## src/rtl/alu_shift_pipe.sv

```systemverilog
// rtl/alu_shift_pipe.sv - two-stage valid/ready shift unit (SLL/SRL/SRA/ROL) built on a 32-bit left-shift core

// Combinational 32-bit logarithmic left shifter: five mux stages of 1/2/4/8/16 bits.
module lsh32 (
    input  logic [31:0] data,
    input  logic [4:0]  cnt,
    output logic [31:0] res
);
    logic [31:0] st1;
    logic [31:0] st2;
    logic [31:0] st3;
    logic [31:0] st4;

    assign st1 = cnt[0] ? {data[30:0], 1'b0}  : data;
    assign st2 = cnt[1] ? {st1[29:0], 2'b0}   : st1;
    assign st3 = cnt[2] ? {st2[27:0], 4'b0}   : st2;
    assign st4 = cnt[3] ? {st3[23:0], 8'b0}   : st3;
    assign res = cnt[4] ? {st4[15:0], 16'b0}  : st4;
endmodule

module alu_shift_pipe #(
    parameter int CNT_W = 16
) (
    input  logic             clk,
    input  logic             rst,
    input  logic             flush,
    input  logic             in_valid,
    output logic             in_ready,
    input  logic [1:0]       in_op,
    input  logic [31:0]      in_a,
    input  logic [4:0]       in_b,
    output logic             out_valid,
    input  logic             out_ready,
    output logic [31:0]      out_res,
    output logic             out_zero,
    output logic [CNT_W-1:0] op_cnt
);
    localparam logic [1:0] OP_SLL = 2'b00;
    localparam logic [1:0] OP_SRL = 2'b01;
    localparam logic [1:0] OP_SRA = 2'b10;
    localparam logic [1:0] OP_ROL = 2'b11;

    function automatic logic [31:0] rev32(input logic [31:0] x);
        logic [31:0] r;
        for (int i = 0; i < 32; i++) begin
            r[i] = x[31-i];
        end
        return r;
    endfunction

    logic        s1_valid;
    logic [1:0]  s1_op;
    logic [31:0] s1_a;
    logic [4:0]  s1_b;
    logic        s2_valid;

    logic adv1;
    logic adv2;
    logic in_fire;
    logic out_fire;

    assign adv2      = !s2_valid || out_ready;
    assign adv1      = adv2;
    assign in_ready  = !s1_valid || adv1;
    assign in_fire   = in_valid && in_ready;
    assign out_fire  = s2_valid && out_ready;
    assign out_valid = s2_valid;

    // Stage 1: request register
    always_ff @(posedge clk or posedge rst) begin
        if (rst) begin
            s1_valid <= 1'b0;
            s1_op    <= 2'b00;
            s1_a     <= 32'h0;
            s1_b     <= 5'h0;
        end else if (flush) begin
            s1_valid <= 1'b0;
        end else if (in_fire) begin
            s1_valid <= 1'b1;
            s1_op    <= in_op;
            s1_a     <= in_a;
            s1_b     <= in_b;
        end else if (adv1) begin
            s1_valid <= 1'b0;
        end
    end

    // Right shifts reuse the left core on bit-reversed operands.
    logic [31:0] a_rev;
    logic [5:0]  rot_amt;
    logic [31:0] lsh_a;
    logic [31:0] lsh_ra;
    logic [31:0] lsh_ones;
    logic [31:0] lsh_rot;

    assign a_rev   = rev32(s1_a);
    assign rot_amt = 6'd32 - {1'b0, s1_b};

    lsh32 u_core_sll  (.data(s1_a),          .cnt(s1_b),         .res(lsh_a));
    lsh32 u_core_srl  (.data(a_rev),         .cnt(s1_b),         .res(lsh_ra));
    lsh32 u_core_mask (.data(32'hFFFF_FFFF), .cnt(s1_b),         .res(lsh_ones));
    lsh32 u_core_rot  (.data(a_rev),         .cnt(rot_amt[4:0]), .res(lsh_rot));

    logic [31:0] srl_val;
    logic [31:0] sra_fill;
    logic [31:0] rol_hi;
    logic [31:0] result;

    assign srl_val  = rev32(lsh_ra);
    assign sra_fill = s1_a[31] ? ~rev32(lsh_ones) : 32'h0;
    assign rol_hi   = (s1_b == 5'd0) ? 32'h0 : rev32(lsh_rot);

    always_comb begin
        result = 32'h0;
        case (s1_op)
            OP_SLL:  result = lsh_a;
            OP_SRL:  result = srl_val;
            OP_SRA:  result = srl_val | sra_fill;
            OP_ROL:  result = lsh_a | rol_hi;
            default: result = 32'h0;
        endcase
    end

    // Stage 2: result register; data only moves when a real op advances so a bubble leaves it intact.
    always_ff @(posedge clk or posedge rst) begin
        if (rst) begin
            s2_valid <= 1'b0;
            out_res  <= 32'h0;
            out_zero <= 1'b1;
        end else if (flush) begin
            s2_valid <= 1'b0;
        end else if (adv2) begin
            s2_valid <= s1_valid;
            if (s1_valid) begin
                out_res  <= result;
                out_zero <= (result == 32'h0);
            end
        end
    end

    // A transfer in the flush cycle still happened downstream, so it is counted.
    always_ff @(posedge clk or posedge rst) begin
        if (rst) begin
            op_cnt <= '0;
        end else if (out_fire) begin
            op_cnt <= op_cnt + 1'b1;
        end
    end
endmodule

```

## config.mk

```make
export PLATFORM = sky130hd
export DESIGN_NAME = alu_shift_pipe
export DESIGN_NICKNAME = d
export VERILOG_FILES = /design/src/rtl/alu_shift_pipe.sv
export SDC_FILE = /design/constraint.sdc
export NUM_CORES = 1
export LEC_CHECK = 0
export CAP_MARGIN = 20
export CORE_MARGIN = 2
export CORE_UTILIZATION = 59
export DETAILED_ROUTE_END_ITERATION = 7
export PLACE_DENSITY = 0.94
export SLEW_MARGIN = 20
export SYNTH_ARGS = -nofsm -noshare
export SYNTH_HDL_FRONTEND = slang
export SYNTH_SLANG_ARGS = --single-unit
```

## constraint.sdc

```tcl
create_clock -name clk -period 5 [get_ports clk]
set_input_delay 1 -clock clk [delete_from_list [all_inputs] [get_ports clk]]
set_output_delay 1 -clock clk [all_outputs]
set_load 0.1 [all_outputs]
```

==> insert_results.sql, run 1 <==
INSERT INTO impl_metrics (metric_group, metric, value, unit) VALUES
('power_and_ir_drop', 'peakVddDrop', '0.0003750', 'V'),
('routing', 'vias_per_std_cell', '7.765', ''),
('yosys', 'avgSynthCellArea', '9.312', 'µm²'),
('placement', 'place.detailed.instances', '1271', ''),
('grt', 'globalRouteOverflowTotal', '0', ''),
('timing', 'rsz0062_at_grt', 'no', ''),
('floorplanning', 'dieArea', '17410', 'µm²'),
('cts', 'cts.reportedPaths.clkPinSlew', '0.08', 'ns'),
('grt', 'grt_use_total', '0.4550', ''),
('cts', 'post_cts_buffers', '0', ''),
('min_path', 'worst_hold_path_type', 'reg2reg', ''),
('finish', 'finish.utilization', '0.6899', ''),
('cts', 'cts_max_level', '3', ''),
('yosys', 'syn-cell-area', '9657', 'µm²'),
('timing', 'setup_tns', '0', 'ns'),
('finish', 'postLayoutCellArea', '11000', 'µm²'),
('routing', 'drt_iter0_markers', '1672', ''),
('yosys', 'synthDominantCellAreaShare', '0.2306', ''),
('placement', 'dpl.hpwl', '28850', 'µm'),
('grt', 'grt_antenna_before_repair', '1', ''),
('run_status', 'run_status', 'complete, but fails checks', ''),
('routing', 'final_antenna_net_count', '0', ''),
('placement', 'port_buffers', '94', ''),
('timing', 'report.final.slew_viol_count', '0', ''),
('floorplanning', 'initial_core_util', '0.6057', ''),
('grt', 'grt_pass1_vias', '9484', ''),
('yosys', 'ys.flop_type', 'sky130_fd_sc_hd__dfrtp_1', ''),
('yosys', 'synth_cell_types', '80', ''),
('routing', 'detail_route.wirelength', '39690', 'µm'),
('cts', 'cts-root-to-sink-buffers', '2', ''),
('finish', 'layoutNonFillerInstCount', '1287', ''),
('cts', 'cts_made_buffers', '9', ''),
('run_status', 'violations', 'DRC', ''),
('timing', 'relative_slew_margins', '0.3224', ''),
('yosys', 'synthDominantAreaCellType', 'sky130_fd_sc_hd__dfrtp_1', ''),
('timing', 'worst-slew-pin-transition', '1.013', 'ns'),
('grt', 'grt_max_degree', '101', ''),
('min_path', 'hold_start', 'out_res[10]', ''),
('cts', 'worst_skew_pair.late_latency', '0.37', 'ns'),
('placement', 'dpl_cell_area', '10710', 'µm²'),
('critical_path', 'required', '5.26', 'ns'),
('cts', 'post_cts.resized_instances', '0', ''),
('routing', 'remaining_drc_errors', '3', ''),
('power_and_ir_drop', 'powerDensity', '537.1', 'nW/µm²'),
('timing', 'period_needed', '4.575', 'ns'),
('floorplanning', 'die_y', '131.9', 'µm'),
('cts', 'clk_root_buffer_cell', 'sky130_fd_sc_hd__clkbuf_16', ''),
('yosys', 'synth_edf_count', '0', ''),
('floorplanning', 'ioPinCount', '95', ''),
('yosys', 'ys_warn_count', '0', ''),
('power_and_ir_drop', 'swShare', '0.5620', ''),
('yosys', 'synth-seq-cells', '90', ''),
('critical_path', 'crit-reg2reg-launch', 's1_b[1]', ''),
('routing', 'first_pass_iters', '8', ''),
('critical_path', 'timing.critical_path.fanout_max', '15', ''),
('timing', 'setup_violations', '0', ''),
('timing', 'fmaxAchievable', '218.6', 'MHz'),
('grt', 'first_pass_grt_wire_length', '59930', 'µm'),
('routing', 'wl_per_cell', '30.84', 'µm'),
('yosys', 'synth.yosys.seq_area_share', '0.2334', ''),
('power_and_ir_drop', 'pwr-share-seq', '0.200', ''),
('placement', 'routability_congestion_estimate_from_global_placement', '1.186', ''),
('timing', 'hold_viol_final', '0', ''),
('timing', 'clock_skew', '0.01577', 'ns'),
('power_and_ir_drop', 'net-switching-power', '3.320', 'mW'),
('power_and_ir_drop', 'power.share.clock', '0.118', ''),
('cts', 'post_cts_hold_buffer_count', '0', ''),
('yosys', 'synth_cells', '1037', ''),
('cts', 'tritoncts', 'done', ''),
('critical_path', 'endpoint_kind', 'register', ''),
('timing', 'hold-worst-slack', '0.4768', 'ns');
logic make-up (layout without fill, tap and decap cells):
kind of cell,count (synthesis),in the layout,share of synthesized area
xor+xnor,17,17,0.01542
buf+inv,124,158,0.05584
compound gates,245,245,0.1721
flops,90,90,0.2334
mux,232,232,0.3607
fa+ha+maj,7,7,0.009069
simple gates,322,322,0.1535
routing by layer:
metal	up-vias	GRT usage	wire length, µm	share of wire
li1	4037	-	-	-
met1	4761	0.5823	13720	0.35
met2	945	0.6606	17090	0.43
met3	248	0.1592	5815	0.15
met4	2	0.2856	3056	0.077
met5	-	0	12	0.00030
critical path, cell delays in order (launching register included):
cell	delay [ns]
sky130_fd_sc_hd__dfrtp_4	0.49
sky130_fd_sc_hd__inv_1	0.23
sky130_fd_sc_hd__ha_2	0.25
sky130_fd_sc_hd__ha_1	0.52
sky130_fd_sc_hd__mux2i_1	0.29
sky130_fd_sc_hd__o21ai_0	0.11
sky130_fd_sc_hd__o21ai_0	0.59
sky130_fd_sc_hd__mux2_2	0.33
sky130_fd_sc_hd__nor2_1	0.09
sky130_fd_sc_hd__o41ai_1	0.57
sky130_fd_sc_hd__buf_4	0.24
sky130_fd_sc_hd__nand3_1	0.06
sky130_fd_sc_hd__or4_1	0.47
sky130_fd_sc_hd__o41ai_2	0.23
path summary, 6_finish.rpt:
path	slack [ns]	end	depth (start not counted)
worst max-delay path	0.43	out_zero	13
worst min-delay path	0.48	out_res[10]	2
worst max register to register	0.43	out_zero	13
worst min register to register	0.48	out_res[10]	2
max in group asynchronous	2.96	out_zero	3
min in group asynchronous	1.09	op_cnt[15]	2
cell usage after synthesis, types with 4 or more instances:
library cell                count
sky130_fd_sc_hd__and3_1         4
sky130_fd_sc_hd__clkbuf_1      68
sky130_fd_sc_hd__a211oi_1       9
sky130_fd_sc_hd__o32ai_1        6
sky130_fd_sc_hd__mux2_2        71
sky130_fd_sc_hd__o22a_1         4
sky130_fd_sc_hd__a22oi_1        8
sky130_fd_sc_hd__xnor2_1       12
sky130_fd_sc_hd__nor3_1        18
sky130_fd_sc_hd__buf_4          9
sky130_fd_sc_hd__mux4_2        84
sky130_fd_sc_hd__nor2b_1       11
sky130_fd_sc_hd__a31oi_1        8
sky130_fd_sc_hd__o2bb2ai_1      5
sky130_fd_sc_hd__nor2_1        63
sky130_fd_sc_hd__o21ai_0       69
sky130_fd_sc_hd__nand4_1        6
sky130_fd_sc_hd__o221ai_1       8
sky130_fd_sc_hd__a2111oi_0      4
sky130_fd_sc_hd__nand2_1      149
sky130_fd_sc_hd__buf_2         26
sky130_fd_sc_hd__nand2b_1       9
sky130_fd_sc_hd__ha_1           7
sky130_fd_sc_hd__nand3b_1       6
sky130_fd_sc_hd__a21oi_1       43
sky130_fd_sc_hd__xor2_1         5
sky130_fd_sc_hd__nand3_1       23
sky130_fd_sc_hd__mux2i_1       75
sky130_fd_sc_hd__dfrtp_1       89
sky130_fd_sc_hd__buf_1         12
sky130_fd_sc_hd__o211ai_1       8
sky130_fd_sc_hd__inv_1          6
sky130_fd_sc_hd__a2bb2oi_1      8
sky130_fd_sc_hd__a221oi_1       7
sky130_fd_sc_hd__o2111ai_1      4
sky130_fd_sc_hd__o22ai_1       18
sky130_fd_sc_hd__nor4_1         6
final cells by class:
cell class              count  area [µm²]
multi-input cells         823        6878
inverters                   8       32.53
clock inverters             7       67.56
fillers                  1220        4943
repair buffers            134        1264
flip-flops and latches     90        2262
clock buffers               9       225.2
well taps                 216       270.3
flip-flops by register name (all words and copies together), names as in the netlist:
| register | flops |
|---|---|
| s1_b | 5 |
| s1_valid | 1 |
| out_res | 32 |
| out_zero | 1 |
| op_cnt | 16 |
| out_valid | 1 |
| s1_a | 32 |
| s1_op | 2 |
power groups by stage:
stage / sequential (mW) / combinational, mW / clock (mW)
after detailed placement: 1.18 / 3.86 / 0
after CTS: 1.16 / 3.88 / 0.695
after global placement: 1.16 / 3.83 / 0
after floorplan: 1.94 / 1.94 / 0
after global routing: 1.20 / 4.13 / 0.726
final: 1.18 / 4.02 / 0.699
layout by cell type (no fill, tap or decap), drive strengths merged, types with 9 or more instances in the layout:
master         netlist  routed
nor3                18      18
buf                 48      41
mux2                72      72
nand2              150     150
nor2                63      63
o22ai               18      18
nor2b               11      11
nand2b               9       9
clkbuf              68       9
mux2i               75      75
dfrtp               89      89
o21ai               70      70
xnor2               12      12
nand3               23      23
a21oi               43      43
inv                  7      11
clkdlybuf4s50        0      93
a211oi               9       9
mux4                85      85
Power figures use the tool's default switching activity.
==> run 2: changes to the inputs <==
CORE_UTILIZATION = 65   (was 59)
DONT_BUFFER_PORTS = 1   (was not set)
PLACE_DENSITY = 0.93   (was 0.94)
==> insert_results.sql, run 2 (synthesis gave the netlist of run 1 again) <==
INSERT INTO impl_metrics (metric_group, metric, value, unit) VALUES
('floorplanning', 'num_rows', '44', ''),
('grt', 'groute.layer.met3.usage', '0.2281', ''),
('routing', 'wl_per_cell', '33.75', 'µm'),
('floorplanning', 'area_inside_the_core_boundary', '14530', 'µm²'),
('critical_path', 'worstSetupStartpoint', 's1_b[1]', ''),
('cts', 'cts_made_buffers', '9', ''),
('critical_path', 'timing.critical_path.fanout_max', '34', ''),
('grt', 'grt_max_degree', '101', ''),
('cts', 'clk_root_buffer_cell', 'sky130_fd_sc_hd__clkbuf_16', ''),
('critical_path', 'endpoint_kind', 'register', ''),
('placement', 'port_buffers', '0', ''),
('finish', 'layout-drive-gt1-share', '0.2364', ''),
('run_status', 'run_status', 'complete, but fails checks', ''),
('cts', 'clock-sinks', '90', ''),
('finish', 'layout_commonest_cell', 'sky130_fd_sc_hd__nand2_1', ''),
('finish', 'fin_nets', '1019', ''),
('timing', 'relative_slew_margins', '0.2687', ''),
('cts', 'post_cts_hold_buffer_count', '0', ''),
('timing', 'hold-worst-slack', '0.5906', 'ns'),
('routing', 'vias_per_std_cell', '8.376', ''),
('critical_path', 'worstSetupStartpointType', 'register', ''),
('cts', 'cts_max_level', '3', ''),
('cts', 'post_cts_buffers', '0', ''),
('routing', 'remaining_drc_errors', '2', ''),
('timing', 'rsz0062_at_grt', 'no', ''),
('placement', 'routability_congestion_estimate_from_global_placement', '1.144', ''),
('grt', 'met2_usage', '0.7071', ''),
('finish', 'reg.largest.list', 'out_res (32), s1_a (32), op_cnt (16)', ''),
('finish', 'finish.utilization', '0.6899', ''),
('cts', 'post_cts.resized_instances', '0', ''),
('floorplanning', 'ioPinCount', '95', ''),
('min_path', 'number_of_instances_on_the_worst_hold_path', '2', ''),
('floorplanning', 'chipWidth', '125.9', 'µm'),
('timing', 'period_needed', '4.602', 'ns'),
('timing', 'clock_skew', '0.01324', 'ns'),
('routing', 'final_antenna_net_count', '0', ''),
('power_and_ir_drop', 'peakVddDrop', '0.0002962', 'V'),
('finish', 'final_cell_mix', '149 x sky130_fd_sc_hd__nand2_1, 86 x sky130_fd_sc_hd__dfrtp_1, 84 x sky130_fd_sc_hd__mux4_2, 75 x sky130_fd_sc_hd__mux2i_1, 71 x sky130_fd_sc_hd__mux2_2', ''),
('routing', 'detail_route.wirelength', '39050', 'µm'),
('routing', 'vias', '9691', ''),
('run_status', 'violations', 'DRC', ''),
('cts', 'cts.reportedPaths.clkPinSlew', '0.07', 'ns'),
('power_and_ir_drop', 'leakage', '3.910', 'nW'),
('cts', 'cts-root-to-sink-buffers', '2', ''),
('grt', 'grt_pass1_vias', '9079', ''),
('routing', 'first_pass_iters', '8', ''),
('critical_path', 'criticalPathCategory', 'reg2reg', ''),
('timing', 'fmaxAchievable', '217.3', 'MHz'),
('routing', 'drt_iter0_markers', '1832', ''),
('critical_path', 'crit-reg2reg-launch', 's1_b[1]', ''),
('min_path', 'worst_hold_path_type', 'reg2reg', ''),
('floorplanning', 'dieArea', '15850', 'µm²'),
('power_and_ir_drop', 'post-layout-total-power', '5.666', 'mW'),
('cts', 'tritoncts', 'done', ''),
('grt', 'grt_antenna_before_repair', '3', ''),
('grt', 'globalRouteOverflowTotal', '0', ''),
('critical_path', 'required', '5.26', 'ns'),
('placement', 'dpl_cell_area', '9734', 'µm²'),
('timing', 'setup_violations', '0', ''),
('timing', 'report.final.slew_viol_count', '0', ''),
('grt', 'globalRouteMet1Util', '0.6144', ''),
('floorplanning', 'die_y', '125.9', 'µm'),
('finish', 'insertedDiodeCount', '0', ''),
('critical_path', 'timing.critical_path.arrival', '4.86', 'ns'),
('timing', 'final_critical_path_share_of_the_clock_period', '0.9203', ''),
('finish', 'postLayoutCellArea', '10030', 'µm²'),
('grt', 'grt.busiest_layer', 'met2', ''),
('run', 'max_cap_violations', '0', ''),
('cts', 'worst_skew_pair.late_latency', '0.37', 'ns'),
('placement', 'dpl.hpwl', '27350', 'µm'),
('finish', 'area_delta_synth_final', '3.835', '%'),
('floorplanning', 'initial_core_util', '0.6644', ''),
('timing', 'setup_tns', '0', 'ns'),
('critical_path', 'r2r_cells', '15', ''),
('timing', 'hold_viol_final', '0', ''),
('min_path', 'hold_start', 's1_valid', ''),
('grt', 'grt_use_total', '0.4913', ''),
('timing', 'worst-slew-pin-transition', '1.086', 'ns'),
('power_and_ir_drop', 'powerDensity', '565.1', 'nW/µm²'),
('grt', 'first_pass_grt_wire_length', '58020', 'µm');
run 2: cell count changes in the layout (fill, tap and decap cells not counted):
cell / change
sky130_fd_sc_hd__buf_12: +3
sky130_fd_sc_hd__clkinv_2: +1
sky130_fd_sc_hd__buf_4: -8
sky130_fd_sc_hd__inv_4: -1
sky130_fd_sc_hd__clkdlybuf4s50_1: -93
run 2: per-layer routing:
layer	vias to the layer above	wire length (µm)
met4	4	2856
met3	295	6423
li1	3842	-
met5	-	57
met1	4522	13390
met2	1028	16320
run 2: final timing paths:
kind | to | slack (ns)
worst max-delay path | out_zero | 0.40
worst min-delay path | s1_valid | 0.59
worst max register to register | out_zero | 0.40
worst min register to register | s1_valid | 0.59
max in group asynchronous | out_zero | 3.33
min in group asynchronous | op_cnt[8] | 0.64
run 2: final cells by class:
class	count	area, µm²
Multi-Input combinational cell	823	6878
Fill cell	1036	4507
Sequential cell	90	2262
Timing Repair Buffer	36	332.8
Tap cell	184	230.2
Clock buffer	9	225.2
Clock inverter	7	67.56
Inverter	8	31.28
run 2: metrics by stage:
step | cells | setup WS (ns)
2_1_floorplan | 1037 | 0.3558
3_3_place_gp | 1141 | 0.7456
3_5_place_dp | 1141 | 0.6444
4_1_cts | 1157 | 0.5831
5_1_grt | 1157 | 0.3815
6_report | 1157 | 0.3983
run 2: power by group:
group	internal (mW)	leakage (nW)	switching (mW)
logic	1.11	2.65	1.74
clock network	0.350	0.140	0.344
registers	0.877	1.12	1.24
run 2: critical path, cell delays in order (launching register included):
cell	delay (ns)
sky130_fd_sc_hd__dfrtp_4	0.44
sky130_fd_sc_hd__inv_1	0.05
sky130_fd_sc_hd__buf_4	0.16
sky130_fd_sc_hd__ha_2	0.19
sky130_fd_sc_hd__ha_1	0.60
sky130_fd_sc_hd__buf_12	0.28
sky130_fd_sc_hd__mux4_2	0.35
sky130_fd_sc_hd__mux2i_1	0.30
sky130_fd_sc_hd__nor2_1	0.07
sky130_fd_sc_hd__a2111oi_0	0.74
sky130_fd_sc_hd__buf_4	0.23
sky130_fd_sc_hd__and3_1	0.19
sky130_fd_sc_hd__nand4_1	0.11
sky130_fd_sc_hd__nor4_1	0.29
sky130_fd_sc_hd__nand4_1	0.16
sky130_fd_sc_hd__o41ai_2	0.32
